--- src/rtl/add8u_share_arb.sv ---
// add8u_share_arb: round-robin arbiter feeding one shared external 8-bit adder
// through a two-stage pipeline (operand register S1, result register S2).
// Also forms the exact sum internally, selects exact or external results
// per exact_mode, and keeps saturating operation / error counters.
module add8u_share_arb #(
    parameter int NREQ = 4,
    parameter int CNTW = 16,
    parameter int IDW  = $clog2(NREQ)
) (
    input  logic                clk,
    input  logic                rst,
    input  logic [NREQ-1:0]     req_valid,
    output logic [NREQ-1:0]     req_ready,
    input  logic [NREQ*8-1:0]   req_a,
    input  logic [NREQ*8-1:0]   req_b,
    output logic [7:0]          add_a,
    output logic [7:0]          add_b,
    input  logic [8:0]          add_o,
    input  logic                exact_mode,
    output logic                res_valid,
    input  logic                res_ready,
    output logic [8:0]          res_sum,
    output logic [IDW-1:0]      res_id,
    output logic [CNTW-1:0]     op_count,
    output logic [CNTW-1:0]     err_count,
    input  logic                clr_stats
);

    // S1 operand stage and round-robin pointer
    logic            op_v;
    logic [7:0]      op_a;
    logic [7:0]      op_b;
    logic [IDW-1:0]  op_id;
    logic [IDW-1:0]  ptr;

    // Pipeline handshake terms
    logic            s2_free;
    logic            s1_adv;
    logic            s1_free;
    logic            accept;

    // Arbitration results
    logic            grant_hit;
    logic [IDW-1:0]  grant_id;
    logic [NREQ-1:0] grant;
    logic [7:0]      grant_a;
    logic [7:0]      grant_b;
    logic [IDW-1:0]  ptr_next;

    logic [8:0]      exact_sum;
    logic            add_err;

    assign add_a     = op_a;
    assign add_b     = op_b;
    assign exact_sum = {1'b0, op_a} + {1'b0, op_b};
    assign add_err   = (add_o != exact_sum);

    assign s2_free = !res_valid || res_ready;
    assign s1_adv  = op_v && s2_free;
    assign s1_free = !op_v || s1_adv;

    // The grant vector only ever has a valid requester's bit set, so any
    // ready bit implies an accept.
    assign req_ready = grant & {NREQ{s1_free && !rst}};
    assign accept    = |req_ready;

    assign ptr_next = (grant_id == IDW'(NREQ - 1)) ? '0 : grant_id + IDW'(1);

    // Rotating-priority search: first valid requester at or after ptr, wrapping
    always_comb begin
        logic [IDW-1:0] idx;
        idx       = '0;
        grant     = '0;
        grant_hit = 1'b0;
        grant_id  = '0;
        grant_a   = '0;
        grant_b   = '0;
        for (int unsigned k = 0; k < NREQ; k++) begin
            idx = IDW'((32'(ptr) + k) % NREQ);
            if (!grant_hit && req_valid[idx]) begin
                grant_hit   = 1'b1;
                grant_id    = idx;
                grant[idx]  = 1'b1;
                grant_a     = req_a[{idx, 3'b000} +: 8];
                grant_b     = req_b[{idx, 3'b000} +: 8];
            end
        end
    end

    // S1: load on accept, drain on advance; a simultaneous accept keeps it full
    always_ff @(posedge clk) begin
        if (rst) begin
            op_v  <= 1'b0;
            op_a  <= '0;
            op_b  <= '0;
            op_id <= '0;
            ptr   <= '0;
        end else begin
            if (accept) begin
                op_v  <= 1'b1;
                op_a  <= grant_a;
                op_b  <= grant_b;
                op_id <= grant_id;
                ptr   <= ptr_next;
            end else if (s1_adv) begin
                op_v  <= 1'b0;
            end
        end
    end

    // S2: capture exact or external sum when S1 advances, hold under backpressure
    always_ff @(posedge clk) begin
        if (rst) begin
            res_valid <= 1'b0;
            res_sum   <= '0;
            res_id    <= '0;
        end else if (s1_adv) begin
            res_valid <= 1'b1;
            res_sum   <= exact_mode ? exact_sum : add_o;
            res_id    <= op_id;
        end else if (res_ready) begin
            res_valid <= 1'b0;
        end
    end

    // Saturating statistics; a clear in the same cycle as an advance wins
    always_ff @(posedge clk) begin
        if (rst) begin
            op_count  <= '0;
            err_count <= '0;
        end else if (clr_stats) begin
            op_count  <= '0;
            err_count <= '0;
        end else if (s1_adv) begin
            if (op_count != '1) begin
                op_count <= op_count + CNTW'(1);
            end
            if (add_err && (err_count != '1)) begin
                err_count <= err_count + CNTW'(1);
            end
        end
    end

endmodule

--- config.mk ---
export PLATFORM = sky130hd
export DESIGN_NAME = add8u_share_arb
export DESIGN_NICKNAME = d
export VERILOG_FILES = /design/src/rtl/add8u_share_arb.sv
export SDC_FILE = /design/constraint.sdc
export NUM_CORES = 1
export LEC_CHECK = 0
export BUFFER_PORTS_ARGS = -buffer_cell sky130_fd_sc_hd__buf_4
export CORE_MARGIN = 2
export CORE_UTILIZATION = 40
export CTS_BUF_LIST = sky130_fd_sc_hd__clkbuf_2
export DETAILED_ROUTE_END_ITERATION = 7
export PLACE_DENSITY_LB_ADDON = 0.1
export SLEW_MARGIN = 30
export SYNTH_ARGS = -nofsm -noshare
export SYNTH_HDL_FRONTEND = slang
export SYNTH_SLANG_ARGS = --single-unit
--- constraint.sdc ---
create_clock -name clk -period 3.8 [get_ports clk]
set_input_delay 0.57 -clock clk [delete_from_list [all_inputs] [get_ports clk]]
set_output_delay 0.57 -clock clk [all_outputs]
set_load 0.005 [all_outputs]
# Yosys cells after proc, flatten, opt, wreduce, memory -nomap -nowiden

Index checks and enable logic that the tools add are counted.

Word-level logic and storage cells: 106
Flip-flop bits (word level): 65
Output and inout bits: 64
Bits of input ports: 82

Multiplexer cells: 41
Bitwise operators: 4
$add $sub $neg: 7
Shifts and indexed selects: 8
Equality and inequality tests: 4
Reductions and logical operators: 24
Order comparisons: 8

Operator list:

| kind                  | number |
|---|---|
| $shiftx 32x6->8       | 8 |
| $mux 8                | 8 |
| $add 16x1->16 const B | 2 |
| $ne 16x16->1 const B  | 2 |
| $mux 4                | 4 |
| $mux 1                | 15 |
| $lt 2x3->1 const B    | 4 |
| $or 4x4->4            | 3 |
| $logic_and 1x1->1     | 10 |
| $mux 2                | 5 |
| $add 8x8->9           | 1 |
| $mux 9                | 1 |
| $ne 9x9->1            | 1 |
| $bmux 1 s2            | 4 |
| $demux 1 s2           | 4 |
| $ge 2x1->1 const B    | 4 |
| $logic_not 1->1       | 6 |
| $add 2x1->2 const B   | 2 |
| $add 2x2->2 const B   | 2 |
| $and 4x4->4           | 1 |
| $reduce_and 2->1      | 2 |
| $reduce_bool 2->1     | 2 |
| $reduce_or 4->1       | 1 |
| $eq 2x2->1 const B    | 1 |
| other kinds (2)       | 3 |

# Depth between registers and ports, before layout

Word-level depth: 15
Mapped depth: 16
Depth with buffers taken out: 10

# Worst setup path before layout

OpenSTA, ideal clock, no wires.

Kind: register to register
Start point: register ptr[1]
End point: register (tool-made name)
Required time: 3.666 ns
Library setup time: 0.134 ns
Path buffers: 4
Cell stages (with the launch flop): 13
Data arrival time: 3.562 ns
Period minus slack after synthesis: 3.696 ns
Setup slack: 0.104 ns
Cell sequence: dfxtp_1 clkbuf_1 clkinv_1 clkbuf_1 ha_1 mux4_2 a221oi_1 o21ai_1 or4_1 buf_2 buf_6 a21oi_1 a211oi_2

RTL lines:

| what                     | RTL line | source |
|---|---|---|
| start: declaration       | 34       | `logic [IDW-1:0] ptr;` |
| start signal: assignment | 104      | `ptr <= ptr_next;` |

==> results.md <==
* Yosys reg bits at 65
* DIE AREA at 14400 um^2
* Num CTS Buffers at 9
* Min-Delay Endpoint: err_count[1]
* Main flop type after synthesis: dfxtp_1
* Buffers on Ports at roughly 150
* Pleak at about 2.5 nW
* Die width at about 120 um
* Setup_tns at 0 ns
* Clock buffer depth at 2
* Hold Vio Cnt, Final at 0
* Worst r2r dst: add_b[4]
* Setup Fix Bufs, Post-CTS at 0
* Pwr/cell area at 658 nW/um^2
* Final nets at between 800 and 900
* Drt total wl at approximately 15000 um
* Max_cap viols at 0
* Ys Warns at 0
* Setup Crit Path Kind: flip-flop to output pin
* Crit-path max FO at 11
* Final worst-path cycle share at 0.937
* Tightest Pin Transition at around 0.7 ns
* Synthesized area per cell at around 9 um^2
* Arrival @ worst endpoint at 2.99 ns
* Fraction of layout cells with a size suffix above 1 at 0.328
* Vias in the first global route at roughly 5000
* Worst slew margin at 0.538
* Startpoint Class: flip-flop
* VDD IR-drop max at ~0.36 mV
* Final core utilization at 0.504
* Gp weighted congestion at 0.816
* Yosys cell types at 56
* Antenna violations before repair at 1
* Most common cell after layout, fill and taps aside: buf_4
* Worst hold path depth at 4
* DR WL/cell at 16.8 um
* FF-to-FF setup slack at about 0.32 ns
* Worst EP required at between 3 and 4 ns
* Crit-path cells: inv_1, ha_2, mux4_2, a211oi_2, a221oi_1, o21ai_1, buf_4
* Fin crit period at 3.56 ns
* Initial drt markers at approximately 420
* Clk sinks at between 60 and 70
* Setup crit end kind: output pin
* Clock skew at ~0.036 ns
* H-tree levels at 3
* RSZ-0062 raised after global routing: no
* Count of pins over their slew limit at 0
* Overflow after GRT at 0
* Crit path largest cell delay at roughly 0.59 ns
* Syn nets at between 600 and 700
* Hold Crit Start: clr_stats
* Sequential-to-total area share from yosys stat at 0.242
* Max Freq at 0.281 GHz
* Vias/cell at slightly below 6
* Starting Density at 0.408
* Status: finished, final reports clean
* CTS root buf: clkbuf_2
* Die extent in y at around 120 um
* CP max stage cell: mux4_2
* Reg2reg path depth at 9
* Post_cts resized at 0
* Clock transition at path regs at 0.21 ns
* Via count at 5298
* CTS tree: yes
* Row count at 42
* Hold Buf Count CTS at 0
* DRT antenna net count at 0
* Dpl hpwl at between 10000 and 15000 um
* Commonest non-fill, non-tap cells in the layout: buf_4, nor2_1, dfxtp_1
* FFs w/ async S/R, synth at 0
* Area added between synthesis and finish at 23.7%
* GRT Util Overall at 0.208
* Post-synth EDFFs at 0
* Netlist Area Pre-Place at between 5000 and 6000 um^2
* Core Footprint at 13200 um^2
* Final Setup Violations at 0
* Remaining DRCs at 0
* Syn Inst Count at ~600
* Worst-Skew Late Latency at 0.55 ns
* Filler instances at 1282
* First-pass GRT wire length at ~24000 um
* Io pins at roughly 150
* Largest net degree at the start of global routing at 66
* 1st-pass router iterations at 8
* Hold Crit Class: input port to flip-flop
[routing by layer]
layer | vias up | part of all wire | wire (um) | GRT usage
li1 | 2572 | - | - | -
met3 | 10 | 0.063 | 954 | 0.0333
met5 | - | 0 | 0 | 0
met4 | 0 | 0.0080 | 120 | 0.0551
met2 | 182 | 0.48 | 7170 | 0.344
met1 | 2534 | 0.45 | 6840 | 0.283
[registers in the layout (all words and copies together), names as in the netlist, named ones only]
name and flops:
err_count 16, op_id 2, res_id 2, op_v 1
add_a 8, op_count 16, add_b 8, ptr 1
res_valid 1, res_sum 9
[synth_stat cells, types with 5 or more instances]
master / count / area share
a211oi_1: 10 / 0.014
a21oi_1: 34 / 0.032
a222oi_1: 16 / 0.030
a311oi_2: 16 / 0.045
buf_2: 9 / 0.0084
buf_6: 6 / 0.013
clkbuf_1: 35 / 0.024
dfxtp_1: 65 / 0.24
ha_1: 16 / 0.037
inv_1: 11 / 0.0077
mux2i_1: 44 / 0.082
mux4_2: 33 / 0.14
nand2_1: 44 / 0.031
nand3_1: 13 / 0.012
nand4_1: 11 / 0.013
nor2_1: 64 / 0.045
o21ai_0: 22 / 0.020
o21ai_1: 5 / 0.0047
o22ai_1: 32 / 0.037
o31ai_1: 6 / 0.0084
or3_1: 17 / 0.020
or4_1: 6 / 0.0084
xnor2_1: 13 / 0.021
xor2_1: 12 / 0.020
[power by group]
| part | total (mW) | switching (mW) | internal, mW |
|---|---|---|---|
| registers | 0.955 | 0.133 | 0.822 |
| logic | 3.00 | 1.60 | 1.40 |
| clock network | 0.423 | 0.272 | 0.151 |
[area by class of cell]
type | count | area [um^2] | share of cell area
well taps | 176 | 220 | 0.0331
inverters | 12 | 45.0 | 0.00677
multi-input cells | 469 | 3790 | 0.569
repair buffers | 157 | 1180 | 0.178
flip-flops and latches | 65 | 1310 | 0.196
clock buffers | 10 | 50.0 | 0.00753
diodes | 1 | 2.50 | 0.000376
clock inverters | 6 | 57.6 | 0.00866
[critical path, delay by kind of cell, from the launching register on]
family                     cells  cell delay (ns)
DFF                            1             0.46
muxes                          1             0.59
AOI/OAI and AO/OA              3             0.69
buffers and inverters          2             0.29
adders and majority gates      1             0.40
[worst max-delay path by stage]
| stage | from | cells after the start | endpoint | slack (ns) |
|---|---|---|---|---|
| floorplan | ptr[1] | 12 | flip-flop | 0.10 |
| global placement | flip-flop | 9 | flip-flop | 0.53 |
| detailed placement | flip-flop | 9 | flip-flop | 0.36 |
| CTS | flip-flop | 7 | req_ready[1] | 0.26 |
| global route | flip-flop | 7 | req_ready[0] | 0.07 |
| finish | flip-flop | 7 | req_ready[1] | 0.24 |
[cells by family after synthesis]
kind of cell / Yosys count / share of synthesized area
buffers and inverters: 64 / 0.0552
muxes: 78 / 0.222
AOI/OAI and AO/OA: 166 / 0.233
and+or+nand+nor: 183 / 0.166
xor gates and xnor gates: 25 / 0.0407
DFF: 65 / 0.242
adders and majority gates: 17 / 0.0410
[per-stage QoR]
stage / instance area (um^2) / setup WS, ns / hold slack, ns / power [mW] / std cells
finish: 6650 / 0.241 / 0.274 / 4.37 / 896
global route: 6650 / 0.0726 / 0.279 / 4.72 / 896
CTS: 6640 / 0.260 / 0.245 / 4.41 / 895
detailed placement: 6540 / 0.363 / 0.447 / 3.98 / 879
global placement: 6540 / 0.533 / 0.457 / 3.91 / 879
floorplan: 5380 / 0.104 / 0.431 / 3.29 / 598
No activity file was read; power rests on OpenSTA's default activity.
